File: src/rtl/updown_counter_param_if.sv
`default_nettype none
// ============================================================================
// Module      : updown_counter_param_if
// Description : Control and status bundle for the parametrised up/down counter.
// Revision    : 1.0 - initial release
// ============================================================================
interface updown_counter_param_if #(
    parameter int WIDTH = 8
);
    logic             en;
    logic             dir;
    logic             load;
    logic [WIDTH-1:0] load_val;
    logic [WIDTH-1:0] max_val;
    logic             sat_mode;
    logic             clr_flags;
    logic [WIDTH-1:0] count;
    logic             at_max;
    logic             at_zero;
    logic             wrap_pulse;
    logic             ovf;
    logic             unf;

    modport master (
        output en, dir, load, load_val, max_val, sat_mode, clr_flags,
        input  count, at_max, at_zero, wrap_pulse, ovf, unf
    );

    modport slave (
        input  en, dir, load, load_val, max_val, sat_mode, clr_flags,
        output count, at_max, at_zero, wrap_pulse, ovf, unf
    );
endinterface
`default_nettype wire

File: src/rtl/updown_counter_param.sv
`default_nettype none
// ============================================================================
// Module      : updown_counter_param
// Description : Up/down counter with runtime limit, load, wrap/saturate mode,
//               boundary pulse and sticky overflow/underflow flags.
// Revision    : 1.0 - initial release
// ============================================================================
module updown_counter_param #(
    parameter int unsigned WIDTH     = 8,
    parameter int unsigned RESET_VAL = 0
) (
    input  wire                   clk,
    input  wire                   rst,
    updown_counter_param_if.slave bus
);
    localparam logic [WIDTH-1:0] c_reset_val = WIDTH'(RESET_VAL);
    localparam logic [WIDTH-1:0] c_one       = WIDTH'(1);

    logic [WIDTH-1:0] r_count;
    logic             r_wrap;
    logic             r_ovf;
    logic             r_unf;

    logic [WIDTH-1:0] w_count_nxt;
    logic             w_up_evt;
    logic             w_dn_evt;

    always_comb begin
        w_count_nxt = r_count;
        w_up_evt    = 1'b0;
        w_dn_evt    = 1'b0;
        if (bus.load) begin
            w_count_nxt = (bus.load_val > bus.max_val) ? bus.max_val : bus.load_val;
        end else if (bus.en) begin
            if (bus.dir) begin
                if (r_count >= bus.max_val) begin
                    w_up_evt    = 1'b1;
                    w_count_nxt = bus.sat_mode ? bus.max_val : '0;
                end else begin
                    w_count_nxt = r_count + c_one;
                end
            end else begin
                // A limit lowered below the count pulls it back without an event.
                if (r_count > bus.max_val) begin
                    w_count_nxt = bus.max_val;
                end else if (r_count == '0) begin
                    w_dn_evt    = 1'b1;
                    w_count_nxt = bus.sat_mode ? '0 : bus.max_val;
                end else begin
                    w_count_nxt = r_count - c_one;
                end
            end
        end
    end

    always_ff @(posedge clk or posedge rst) begin
        if (rst) begin
            r_count <= c_reset_val;
            r_wrap  <= 1'b0;
            r_ovf   <= 1'b0;
            r_unf   <= 1'b0;
        end else begin
            r_count <= w_count_nxt;
            r_wrap  <= w_up_evt | w_dn_evt;
            // Setting takes precedence over a same-edge clear.
            r_ovf   <= w_up_evt | (r_ovf & ~bus.clr_flags);
            r_unf   <= w_dn_evt | (r_unf & ~bus.clr_flags);
        end
    end

    assign bus.count      = r_count;
    assign bus.at_max     = (r_count >= bus.max_val);
    assign bus.at_zero    = (r_count == '0);
    assign bus.wrap_pulse = r_wrap;
    assign bus.ovf        = r_ovf;
    assign bus.unf        = r_unf;
endmodule
`default_nettype wire
File: src/flat_wrapper.sv
// flat-port wrapper written by rule: the top's interface ports become plain ports
module updown_counter_param_flat 
#(
    parameter int unsigned WIDTH     = 8,
    parameter int unsigned RESET_VAL = 0
)
  (clk, rst, bus_en, bus_dir, bus_load, bus_load_val, bus_max_val, bus_sat_mode, bus_clr_flags, bus_count, bus_at_max, bus_at_zero, bus_wrap_pulse, bus_ovf, bus_unf);
  updown_counter_param_if #(.WIDTH(WIDTH)) bus_i ();
  input  wire clk;
  input  wire rst;
  input wire logic [$bits(bus_i.en)-1:0] bus_en;
  input wire logic [$bits(bus_i.dir)-1:0] bus_dir;
  input wire logic [$bits(bus_i.load)-1:0] bus_load;
  input wire logic [$bits(bus_i.load_val)-1:0] bus_load_val;
  input wire logic [$bits(bus_i.max_val)-1:0] bus_max_val;
  input wire logic [$bits(bus_i.sat_mode)-1:0] bus_sat_mode;
  input wire logic [$bits(bus_i.clr_flags)-1:0] bus_clr_flags;
  output wire logic [$bits(bus_i.count)-1:0] bus_count;
  output wire logic [$bits(bus_i.at_max)-1:0] bus_at_max;
  output wire logic [$bits(bus_i.at_zero)-1:0] bus_at_zero;
  output wire logic [$bits(bus_i.wrap_pulse)-1:0] bus_wrap_pulse;
  output wire logic [$bits(bus_i.ovf)-1:0] bus_ovf;
  output wire logic [$bits(bus_i.unf)-1:0] bus_unf;
  assign bus_i.en = bus_en;
  assign bus_i.dir = bus_dir;
  assign bus_i.load = bus_load;
  assign bus_i.load_val = bus_load_val;
  assign bus_i.max_val = bus_max_val;
  assign bus_i.sat_mode = bus_sat_mode;
  assign bus_i.clr_flags = bus_clr_flags;
  assign bus_count = bus_i.count;
  assign bus_at_max = bus_i.at_max;
  assign bus_at_zero = bus_i.at_zero;
  assign bus_wrap_pulse = bus_i.wrap_pulse;
  assign bus_ovf = bus_i.ovf;
  assign bus_unf = bus_i.unf;
  updown_counter_param #(.WIDTH(WIDTH), .RESET_VAL(RESET_VAL)) u_core (.clk(clk), .rst(rst), .bus(bus_i));
endmodule
File: config.mk
export PLATFORM = sky130hd
export DESIGN_NAME = updown_counter_param_flat
export DESIGN_NICKNAME = d
export VERILOG_FILES = /design/src/rtl/updown_counter_param_if.sv /design/src/rtl/updown_counter_param.sv /design/src/flat_wrapper.sv
export SDC_FILE = /design/constraint.sdc
export NUM_CORES = 1
export LEC_CHECK = 0
export ABC_CLOCK_PERIOD_IN_PS = 9200
export BUFFER_PORTS_ARGS = -buffer_cell sky130_fd_sc_hd__buf_4
export CAP_MARGIN = 25
export CORE_AREA = 2 2 76 93
export DETAILED_ROUTE_END_ITERATION = 8
export DIE_AREA = 0 0 78 95
export PLACE_DENSITY = 0.45
export SLEW_MARGIN = 20
export SYNTH_ARGS = -nofsm -noshare
export SYNTH_HDL_FRONTEND = slang
export SYNTH_SLANG_ARGS = --single-unit
File: constraint.sdc
create_clock -name clk -period 9.2 [get_ports clk]
set_input_delay 2.76 -clock clk [delete_from_list [all_inputs] [get_ports clk]]
set_output_delay 2.76 -clock clk [all_outputs]
set_load 0.02 [all_outputs]
==> Yosys cells after proc, flatten, opt, wreduce, memory -nomap -nowiden <==
Index checks and enable logic that the tools add are counted.
{ "classes": {"bitwise_logic": 6, "n_mux": 18, "addsub": 2, "magnitude_cmp": 3, "n_reduce_logical": 2} }
{ "ops": {"columns": ["operator", "count"], "rows": [
  ["$mux 8", 9],
  ["$gt 8x8->1", 2],
  ["$mux 1", 9],
  ["$add 8x1->8 const B", 1],
  ["$ge 8x8->1", 1],
  ["$logic_not 8->1", 1],
  ["$sub 8x1->8 const B", 1],
  ["$or 1x1->1", 3],
  ["$and 1x1->1", 2],
  ["$reduce_bool 2->1", 1],
  ["$not 1->1", 1]
]} }
{ "word_totals": {"regBits": 11, "in_bits": 23, "word_cells": 35, "output_inout_bits": 13} }

==> Longest topological paths before layout <==
Gate-level depths: netlist of run 1.
{ "depth": {"ltp_word": 7, "depth_mapped": 11} }

==> Worst setup path before layout of run 1 <==
No wires, ideal clock.
{ "synth_path": {"path_kind": "in2out", "startpoint": "in bus_max_val[1]", "endpoint": "out bus_at_max", "cell_stages": 8, "slack_ps": 2319, "arrival_ps": 4121, "cell_sequence": "inv_1 > ha_1 > nor2b_1 > o211ai_1 > a31oi_1 > nor2_1 > inv_1 > clkbuf_1"} }
{ "synth_between": {"elab_chain_len": 1} }
{ "synth_rtl": {"columns": ["item", "line", "source"], "rows": [
  ["from (decl)", "flat_wrapper.sv:15", "input wire logic [$bits(bus_i.max_val)-1:0] bus_max_val;"],
  ["$ge 8x8->1", "updown_counter_param.sv:72", "assign bus.at_max = (r_count >= bus.max_val);"],
  ["to (decl)", "flat_wrapper.sv:19", "output wire logic [$bits(bus_i.at_max)-1:0] bus_at_max;"]
]} }
Every way passes these cells.

==> Final worst setup path of run 1 <==
Ends and elaborated chain as after synthesis.

==> impl_metrics.env, run 1 <==
export IMPL_status="finished clean"
export IMPL_layout_commonest_cell="buf_4"
export IMPL_arrival_ns=4.50
export IMPL_period_needed_ns=7.26
export IMPL_power_density_nw_per_um2=154
export IMPL_path_class="in2out"
export IMPL_synth_cells=194
export IMPL_area_growth_syn_to_layout_pct=24.2
export IMPL_drt_iter0_drc=71
export IMPL_maxSlewViolCount=0
export IMPL_synth_edf_count=0
export IMPL_synthArstFlopShare=1.00
export IMPL_antenna_left=0
export IMPL_synth_area_leaders="dfrtp_1 (18%), ha_1 (16%), a21oi_1 (4.9%)"
export IMPL_r2r_end="u_core.bus.count[2]$_DFFE_PP0P_"
export IMPL_vias_per_cell=5.15
export IMPL_synth_avg_cell_area_um2=7.90
export IMPL_core_area_um2=6610
export IMPL_clock_fmax_mhz=138
export IMPL_grt_max_degree=16
export IMPL_numCtsBuffers=3
export IMPL_synthDistinctLibCells=51
export IMPL_grt_pass1_vias=1601
export IMPL_grt_use_total=0.149
export IMPL_place_gp_congestion=0.798
export IMPL_synth_top_area_share=0.180
export IMPL_p_clk_frac=0.180
export IMPL_holdPathStages=2
export IMPL_dieArea_um2=7410
export IMPL_cts_sinks=11
export IMPL_via_count=1602
export IMPL_io_buffers=35
export IMPL_diodes=0
export IMPL_overflow=0
export IMPL_clkSlewWorstSetupHoldPaths_ns=0.06
export IMPL_post_cts_buffers=0
export IMPL_detail_route_drc_violations=0
export IMPL_max_cap_violations=0
export IMPL_final_setup_tns_ns=0
export IMPL_grt_pass1_wl_um=8590
export IMPL_synth_compound_area_share=0.261
export IMPL_dp_cells=307
export IMPL_final_layout_size_suffix_gt1_frac=0.241
export IMPL_leakage_uw=0.000854
export IMPL_reg2reg_slack_ns=6.47
export IMPL_finalSetupViolations=0
export IMPL_clockBufferDepth=2
export IMPL_cts_htree_levels=1
export IMPL_wirelength_um=5240
export IMPL_finalCritPeriodShare=0.789
export IMPL_place_hpwl_um=4070
export IMPL_cts_root_buf="clkbuf_8"
export IMPL_cp_start_kind="input port"
export IMPL_slowest_delay_ns=0.32
export IMPL_ioPinCount=36
export IMPL_ys_flop_type="dfrtp_1"
export IMPL_cts_hold_fix_buffers=0
export IMPL_wl_per_cell_um=16.8
export IMPL_cts_tree="yes"
export IMPL_ys_warn_count=0
export IMPL_final_cells=311
export IMPL_max_slew_margin=0.519
export IMPL_hold_start="u_core.bus.unf$_DFF_PP0_"
export IMPL_placed_cell_area_um2=1860
export IMPL_p_comb_frac=0.546
export IMPL_stdcell_area_um2=1900
export IMPL_synthAdderAreaFrac=0.155
export IMPL_mostFrequentLayoutCells="buf_4 (35), ha_1 (19), inv_1 (16)"
export IMPL_yosysTopAreaCell="dfrtp_1"
export IMPL_required_ns=6.44
export IMPL_endpoint_kind="output pin"
export IMPL_fillers=735
export IMPL_hp_class="reg2reg"
export IMPL_cp_cell_sequence="buf_4, inv_1, ha_1, nor2b_1, o211ai_1, a31oi_1, nor2_1, inv_1, buf_4"
export IMPL_synth_area_mux_share=0.0702
export IMPL_netlist_area_um2=1530
export IMPL_path_max_fanout=15
export IMPL_synth_xor_area_share=0.0457
export IMPL_ir_drop_mv=0.0637
export IMPL_start_util=0.232
export IMPL_syn_nets=236
export IMPL_synth_seq_cells=11
export IMPL_synth_top_family_by_area="compound AO/OA/AOI/OAI gates"
export IMPL_seq_power_share=0.274
export IMPL_antenna_found_initial=0
export IMPL_final_nets=267
export IMPL_first_pass_iters=4
export IMPL_finalClockSkew_ns=0.00216
export IMPL_r2r_start="u_core.bus.count[1]$_DFFE_PP0P_"
export IMPL_crit_slowest_cell="inv_1"
export IMPL_p_sw_frac=0.467
export IMPL_yosys_area_share_simple=0.214
export IMPL_clock_latency_ns=0.24
export IMPL_reg2reg_depth=9
export IMPL_num_rows=33
export IMPL_rsz0062_at_grt="no"
export IMPL_finalHoldViolations=0
export IMPL_die_x_um=78
export IMPL_synth_seq_area_share=0.180
export IMPL_die_h_um=95
export IMPL_holdPathEnd="u_core.bus.unf$_DFF_PP0_"
export IMPL_p_int_uw=157
export IMPL_tightest_slew_ns=0.720
export IMPL_post_cts_resize_count=0
export IMPL_power_total_uw=294
export IMPL_p_sw_uw=137
worst max-delay path by stage:
stage,cells after the start,end,start,slack (ns)
5_1_grt,9,bus_at_max,bus_max_val[1],1.67
3_5_place_dp,9,bus_at_max,bus_max_val[1],1.96
3_3_place_gp,9,bus_at_max,bus_max_val[1],1.99
6_report,9,bus_at_max,bus_max_val[1],1.94
4_1_cts,9,bus_at_max,bus_max_val[1],1.97
2_1_floorplan,8,bus_at_max,bus_max_val[1],2.32
synth_stat cells (3+ instances only):
library cell and number:
a21oi_1 15, mux2_2 6, inv_1 16, ha_1 19
nand4_1 4, buf_2 3, nor2b_1 4, and3_1 5
or2_2 3, a31oi_1 4, clkbuf_1 4, nand2_1 12
nor2_1 14, nand3_1 5, xor2_1 6, o2111ai_1 3
mux2i_1 4, dfrtp_1 11, o211ai_1 4, nor3_1 8
o21ai_0 9
final cells by class:
cell class                      instances  area (um2)  area share
Clock buffer                            4        45.0      0.0237
Tap cell                               87         109      0.0572
Multi-Input combinational cell        157        1140       0.601
Sequential cell                        11         275       0.145
Inverter                               17        68.8      0.0361
Timing Repair Buffer                   35         263       0.138
kinds of logic (layout without fill, tap and decap cells):
| kind of cell | Yosys count | after routing |
|---|---|---|
| DFF | 11 | 11 |
| muxes | 10 | 10 |
| buffers and inverters | 26 | 56 |
| AOI/OAI and AO/OA | 57 | 57 |
| adders and majority gates | 19 | 19 |
| and+or+nand+nor | 63 | 63 |
| xor gates and xnor gates | 8 | 8 |
flip-flops by register name (all words and copies together) (netlist names):
signal / cells
u_core.bus.unf: 1
u_core.bus.ovf: 1
u_core.bus.wrap_pulse: 1
u_core.bus.count: 8
power groups by stage:
stage / clock network [uW] / registers (uW) / logic, uW
floorplan: 0 / 79.2 / 106
global placement: 0 / 81.2 / 161
detailed placement: 0 / 81.1 / 160
CTS: 53.5 / 80.3 / 160
global route: 56.9 / 82.2 / 179
finish: 52.8 / 80.6 / 160
stage by stage:
step	utilization	hold slack, ns	worst slack (ns)
finish	0.288	0.539	1.94
detailed placement	0.281	0.527	1.96
floorplan	-	0.617	2.32
CTS	0.288	0.544	1.97
global placement	0.281	0.529	1.99
global route	0.288	0.579	1.67
per-layer routing:
| metal | wire length [um] | track usage | vias up |
|---|---|---|---|
| li1 | - | - | 784 |
| met1 | 2570 | 0.204 | 764 |
| met2 | 2360 | 0.242 | 48 |
| met3 | 209 | 0.0182 | 6 |
| met4 | 97 | 0.0512 | 0 |
| met5 | 0 | 0 | - |
worst max-delay path, delay by kind of cell:
family	cells	cell delay, ns
AND/OR/NAND/NOR	2	0.38
adder cells (fa/ha/maj)	1	0.24
buffers and inverters	4	0.78
AO/OA/AOI/OAI	2	0.33
(Power assumes the default switching activity.)
==> run 2: changes to the inputs <==
- ABC_AREA: not set -> 1
- ABC_CLOCK_PERIOD_IN_PS: 9200 -> 7000
- CORE_AREA: 2 2 76 93 -> 2 2 85 103
- DIE_AREA: 0 0 78 95 -> 0 0 87 105
- PLACE_DENSITY: 0.45 -> 0.44
- clock period: 9.2 -> 7 ns (I/O delays scaled with it)
==> run 2 against run 1 <==
Setup slack worse by 0.64 ns. Non-clock buffer count is the same. Clock-buffer cell count is the same. Global-route usage decreased by 1.1 points. Via count is 22% higher. Register-to-register slack worse by 1.9 ns. Clock skew hardly changed. Sequential power up 45%. Sequential share of layout area decreased by 2.2 points. Critical path type unchanged. Largest cell class unchanged.
==> impl_metrics.env, run 2 <==
export IMPL_status="finished clean"
export IMPL_tightest_slew_ns=0.655
export IMPL_required_ns=4.90
export IMPL_cts_hold_fix_buffers=0
export IMPL_cp_top_family="simple AND/OR/NAND/NOR gates"
export IMPL_synth_top_area_share=0.150
export IMPL_overflow=0
export IMPL_synth_most_common_cell="nand2_1"
export IMPL_critPathBufInv=3
export IMPL_finalCritPeriodShare=0.814
export IMPL_netlist_area_um2=1910
export IMPL_area_growth_syn_to_layout_pct=17.6
export IMPL_crit_slowest_cell="ha_1"
export IMPL_path_max_fanout=18
export IMPL_finalClockSkew_ns=0.00203
export IMPL_detail_route_drc_violations=0
export IMPL_finalHoldViolations=0
export IMPL_place_gp_congestion=0.869
export IMPL_cts_htree_levels=1
export IMPL_rsz0062_at_grt="no"
export IMPL_place_hpwl_um=4960
export IMPL_post_cts_buffers=0
export IMPL_clock_latency_ns=0.23
export IMPL_synth_commonest_cells="nand2_1 (73), nand3_1 (57), inv_1 (41)"
export IMPL_largest_reg_flops=8
export IMPL_wl_per_cell_um=14.2
export IMPL_die_x_um=87
export IMPL_num_rows=36
export IMPL_synth_cells=305
export IMPL_period_needed_ns=5.70
export IMPL_via_count=1957
export IMPL_clock_fmax_mhz=175
export IMPL_core_area_um2=8060
export IMPL_synth_edf_count=0
export IMPL_stdcell_area_um2=2240
export IMPL_antenna_found_initial=0
export IMPL_vias_per_cell=4.56
export IMPL_synthArstFlopShare=1.00
export IMPL_synth_seq_cells=11
export IMPL_synth_area_leaders="nand3_1 (15%), dfrtp_1 (14%), nand2_1 (14%)"
export IMPL_synth_seq_area_share=0.144
export IMPL_drt_iter0_drc=85
export IMPL_cp_cell_sequence="buf_4, inv_1, ha_1, nand2_1, nor2_4, nand4_4, nand3_2, buf_4"
export IMPL_max_cap_violations=0
export IMPL_final_layout_size_suffix_gt1_frac=0.177
export IMPL_ir_drop_mv=0.0703
export IMPL_wirelength_um=6110
export IMPL_placed_cell_area_um2=2200
export IMPL_hp_class="reg2reg"
export IMPL_start_util=0.237
export IMPL_grt_pass1_wl_um=10000
export IMPL_synthDistinctLibCells=32
export IMPL_syn_nets=347
export IMPL_power_density_nw_per_um2=205
export IMPL_path_class="in2out"
export IMPL_cts_root_buf="clkbuf_8"
export IMPL_cts_sinks=11
export IMPL_power_total_uw=459
export IMPL_final_util=0.278
export IMPL_first_pass_iters=4
export IMPL_cts_tree="yes"
export IMPL_clkSlewWorstSetupHoldPaths_ns=0.05
export IMPL_numCtsBuffers=3
export IMPL_leakage_uw=0.00124
export IMPL_final_setup_tns_ns=0
export IMPL_synth_avg_cell_area_um2=6.26
export IMPL_critPathMostFrequentCell="buf_4"
export IMPL_endpoint_kind="output pin"
export IMPL_arrival_ns=3.60
export IMPL_grt_use_total=0.138
export IMPL_cp_start_kind="input port"
export IMPL_post_cts_resize_count=0
export IMPL_max_slew_margin=0.563
export IMPL_finalSetupViolations=0
export IMPL_slowest_delay_ns=0.31
export IMPL_io_buffers=35
export IMPL_ys_warn_count=0
export IMPL_final_nets=377
export IMPL_diodes=0
export IMPL_yosysTopAreaCell="nand3_1"
export IMPL_grt_max_degree=19
export IMPL_dieArea_um2=9140
export IMPL_ys_flop_type="dfrtp_1"
export IMPL_antenna_left=0
export IMPL_ioPinCount=36
export IMPL_maxSlewViolCount=0
export IMPL_clockBufferDepth=2
export IMPL_layout_commonest_cell="nand2_1"
export IMPL_mostFrequentLayoutCells="nand2_1 (73), nand3_1 (57), inv_1 (41)"
export IMPL_die_h_um=105
export IMPL_grt_pass1_vias=1922
-- run 2: power by group --
part	switching, uW	internal [uW]	total, uW
Combinational	173	109	282
Clock	20.4	39.7	60.1
Sequential	42.4	74.7	117
-- run 2: area by class of cell --
type / count / area, um2
clock buffers: 4 / 45.0
repair buffers: 35 / 263
multi-input cells: 241 / 1380
fillers: 902 / 5820
flip-flops and latches: 11 / 275
inverters: 43 / 161
well taps: 95 / 119
-- run 2: final timing paths --
| check | slack [ns] | endpoint | from | cells after the start |
|---|---|---|---|---|
| hold / removal | 0.52 | u_core.bus.unf$_DFF_PP0_ | u_core.bus.unf$_DFF_PP0_ | 2 |
| min in group asynchronous | 1.87 | u_core.bus.unf$_DFF_PP0_ | rst | 2 |
| setup / recovery | 1.30 | bus_at_max | bus_max_val[7] | 8 |
| hold reg to reg | 0.52 | u_core.bus.unf$_DFF_PP0_ | u_core.bus.unf$_DFF_PP0_ | 2 |
| setup reg to reg | 4.56 | u_core.bus.count[1]$_DFFE_PP0P_ | u_core.bus.count[3]$_DFFE_PP0P_ | 10 |
| max in group asynchronous | 4.83 | u_core.bus.count[2]$_DFFE_PP0P_ | rst | 2 |
-- run 2: cell families (layout without fill, tap and decap cells) --
kind of cell               after synthesis  after routing  share of synthesized area
xor gates and xnor gates                 7              7                     0.0321
buffers and inverters                   53             82                      0.132
and+or+nand+nor                        191            191                      0.492
AOI/OAI and AO/OA                       24             24                     0.0748
DFF                                     11             11                      0.144
adders and majority gates               19             19                      0.125
-- run 2: worst reg2reg max path, delay by kind of cell (launching register included) --
kind / cells / cell delay [ns]
adder cells (fa/ha/maj): 1 / 0.44
buffers and inverters: 1 / 0.10
flip-flops: 1 / 0.61
AND/OR/NAND/NOR: 8 / 1.16
-- run 2: per-stage QoR --
step                      std cells  setup WS (ns)  hold WS [ns]
after floorplan                 305           1.83         0.606
after global routing            429           1.19         0.577
final                           429           1.30         0.523
after CTS                       429           1.31         0.528
after global placement          425           1.32         0.518
after detailed placement        425           1.32         0.520
-- run 2: metal layers --
layer	track usage	part of all wire	up-vias
met4	0.0167	0.0092	0
met3	0.0103	0.030	2
met2	0.245	0.50	27
li1	-	-	1041
met1	0.185	0.46	887
met5	0	0	-
==> run 3: changes to the inputs <==
- ABC_CLOCK_PERIOD_IN_PS: 7000 -> 4900
- PLACE_DENSITY: 0.44 -> 0.46
- clock period: 7 -> 4.9 ns (I/O delays scaled with it)
==> run 3 against run 2 <==
Sequential power rose by 18%. Design area grew 1.0%. Critical path depth unchanged. Global-route usage is essentially flat.
==> impl_metrics.env, run 3 (synthesis gave the netlist of run 2 again) <==
export IMPL_max_slew_margin=0.632
export IMPL_die_x_um=87
export IMPL_cts_root_buf="clkbuf_8"
export IMPL_wirelength_um=6170
export IMPL_area_growth_syn_to_layout_pct=18.8
export IMPL_period_needed_ns=4.41
export IMPL_setup_worst_path_end="bus_at_max"
export IMPL_required_ns=3.43
export IMPL_slowest_delay_ns=0.31
export IMPL_r2r_end="u_core.bus.count[1]$_DFFE_PP0P_"
export IMPL_maxSlewViolCount=0
export IMPL_clockBufferDepth=2
export IMPL_start_util=0.237
export IMPL_cts_hold_fix_buffers=0
export IMPL_ir_drop_mv=0.115
export IMPL_die_h_um=105
export IMPL_final_setup_tns_ns=0
export IMPL_crit_start="bus_max_val[7]"
export IMPL_cp_cell_sequence="buf_4, inv_1, ha_1, nand2_1, nor2_4, nand4_4, nand3_2, buf_4"
export IMPL_finalHoldViolations=0
export IMPL_antenna_found_initial=0
export IMPL_antenna_left=0
export IMPL_tightest_slew_ns=0.550
export IMPL_power_density_nw_per_um2=294
export IMPL_maxUsedRoutingLayer="met4"
export IMPL_critPathMostFrequentCell="buf_4"
export IMPL_post_cts_buffers=0
export IMPL_wl_met1_um=2940
export IMPL_finalSetupViolations=0
export IMPL_grt_max_degree=19
export IMPL_overflow=0
export IMPL_endpoint_kind="output pin"
export IMPL_cts_sinks=11
export IMPL_grt_pass1_wl_um=10100
export IMPL_mostFrequentLayoutCells="nand2_1 (73), nand3_1 (57), inv_1 (41)"
export IMPL_clock_fmax_mhz=227
export IMPL_numCtsBuffers=3
export IMPL_core_area_um2=8060
export IMPL_drt_iter0_drc=104
export IMPL_clock_latency_ns=0.24
export IMPL_reg2reg_depth=10
export IMPL_status="finished clean"
export IMPL_post_cts_resize_count=0
export IMPL_diodes=0
export IMPL_max_cap_violations=0
export IMPL_cts_tree="yes"
export IMPL_via_count=1977
export IMPL_final_layout_size_suffix_gt1_frac=0.184
export IMPL_cts_htree_levels=1
export IMPL_dr_wl_met3_um=171
export IMPL_grt_pass1_vias=1981
export IMPL_finalCritPeriodShare=0.900
export IMPL_hp_class="reg2reg"
export IMPL_place_gp_congestion=0.840
export IMPL_arrival_ns=2.94
export IMPL_stdcell_area_um2=2270
export IMPL_clkSlewWorstSetupHoldPaths_ns=0.05
export IMPL_crit_slowest_cell="ha_1"
export IMPL_detail_route_drc_violations=0
export IMPL_wl_per_cell_um=14.3
export IMPL_first_pass_iters=5
export IMPL_ioPinCount=36
export IMPL_cp_start_kind="input port"
export IMPL_dieArea_um2=9140
export IMPL_layout_commonest_cell="nand2_1"
export IMPL_path_class="in2out"
export IMPL_dr_wl_met2_um=3030
export IMPL_leakage_uw=0.00126
export IMPL_vias_per_cell=4.58
export IMPL_io_buffers=35
export IMPL_reg2reg_slack_ns=2.57
export IMPL_rsz0062_at_grt="no"
export IMPL_largest_reg_flops=8
export IMPL_r2r_start="u_core.bus.count[5]$_DFFE_PP0P_"
export IMPL_path_max_fanout=18
export IMPL_finalClockSkew_ns=0.00539
export IMPL_placed_cell_area_um2=2220
export IMPL_num_rows=36
export IMPL_place_hpwl_um=5030
export IMPL_final_nets=380
export IMPL_grt_use_total=0.138
-- run 3: metal layers --
| metal | track usage | vias to the layer above |
|---|---|---|
| met5 | 0 | - |
| met4 | 0.0112 | 0 |
| met3 | 0.0142 | 2 |
| met2 | 0.244 | 31 |
| met1 | 0.186 | 893 |
| li1 | - | 1051 |
-- run 3: through the flow --
stage	total power [uW]	hold slack [ns]	setup WS (ns)	std cells	util
6_report	665	0.526	0.489	432	0.281
5_1_grt	729	0.561	0.360	432	0.281
4_1_cts	673	0.528	0.478	432	0.281
3_5_place_dp	581	0.520	0.476	428	0.275
3_3_place_gp	581	0.514	0.493	428	0.275
2_1_floorplan	450	0.606	0.991	305	-
-- run 3: how the worst min path moves through the flow --
stage               slack [ns]                  endpoint  cells past startpoint                     start
floorplan                 0.61  u_core.bus.unf$_DFF_PP0_                      2  u_core.bus.unf$_DFF_PP0_
global placement          0.51  u_core.bus.unf$_DFF_PP0_                      2  u_core.bus.unf$_DFF_PP0_
detailed placement        0.52  u_core.bus.unf$_DFF_PP0_                      2  u_core.bus.unf$_DFF_PP0_
CTS                       0.53  u_core.bus.unf$_DFF_PP0_                      2  u_core.bus.unf$_DFF_PP0_
global route              0.56  u_core.bus.ovf$_DFF_PP0_                      2  u_core.bus.ovf$_DFF_PP0_
finish                    0.53  u_core.bus.unf$_DFF_PP0_                      2  u_core.bus.unf$_DFF_PP0_
-- run 3: worst max-delay path, delay by kind of cell --
kind,cells,cell delay [ns]
fa+ha+maj,1,0.31
buf+inv,3,0.36
simple gates,4,0.79
-- run 3: area by class of cell --
| cell class | count | area, um2 |
|---|---|---|
| tap | 95 | 119 |
| inverter | 43 | 161 |
| clock buffer | 4 | 45.0 |
| multi-input combinational | 241 | 1380 |
| timing repair buffer | 38 | 285 |
| sequential | 11 | 275 |
| fill | 910 | 5800 |
-- run 3: power by group --
| part | internal, uW | switching, uW |
|---|---|---|
| registers | 107 | 31.1 |
| logic | 163 | 275 |
| clock network | 57.0 | 32.4 |
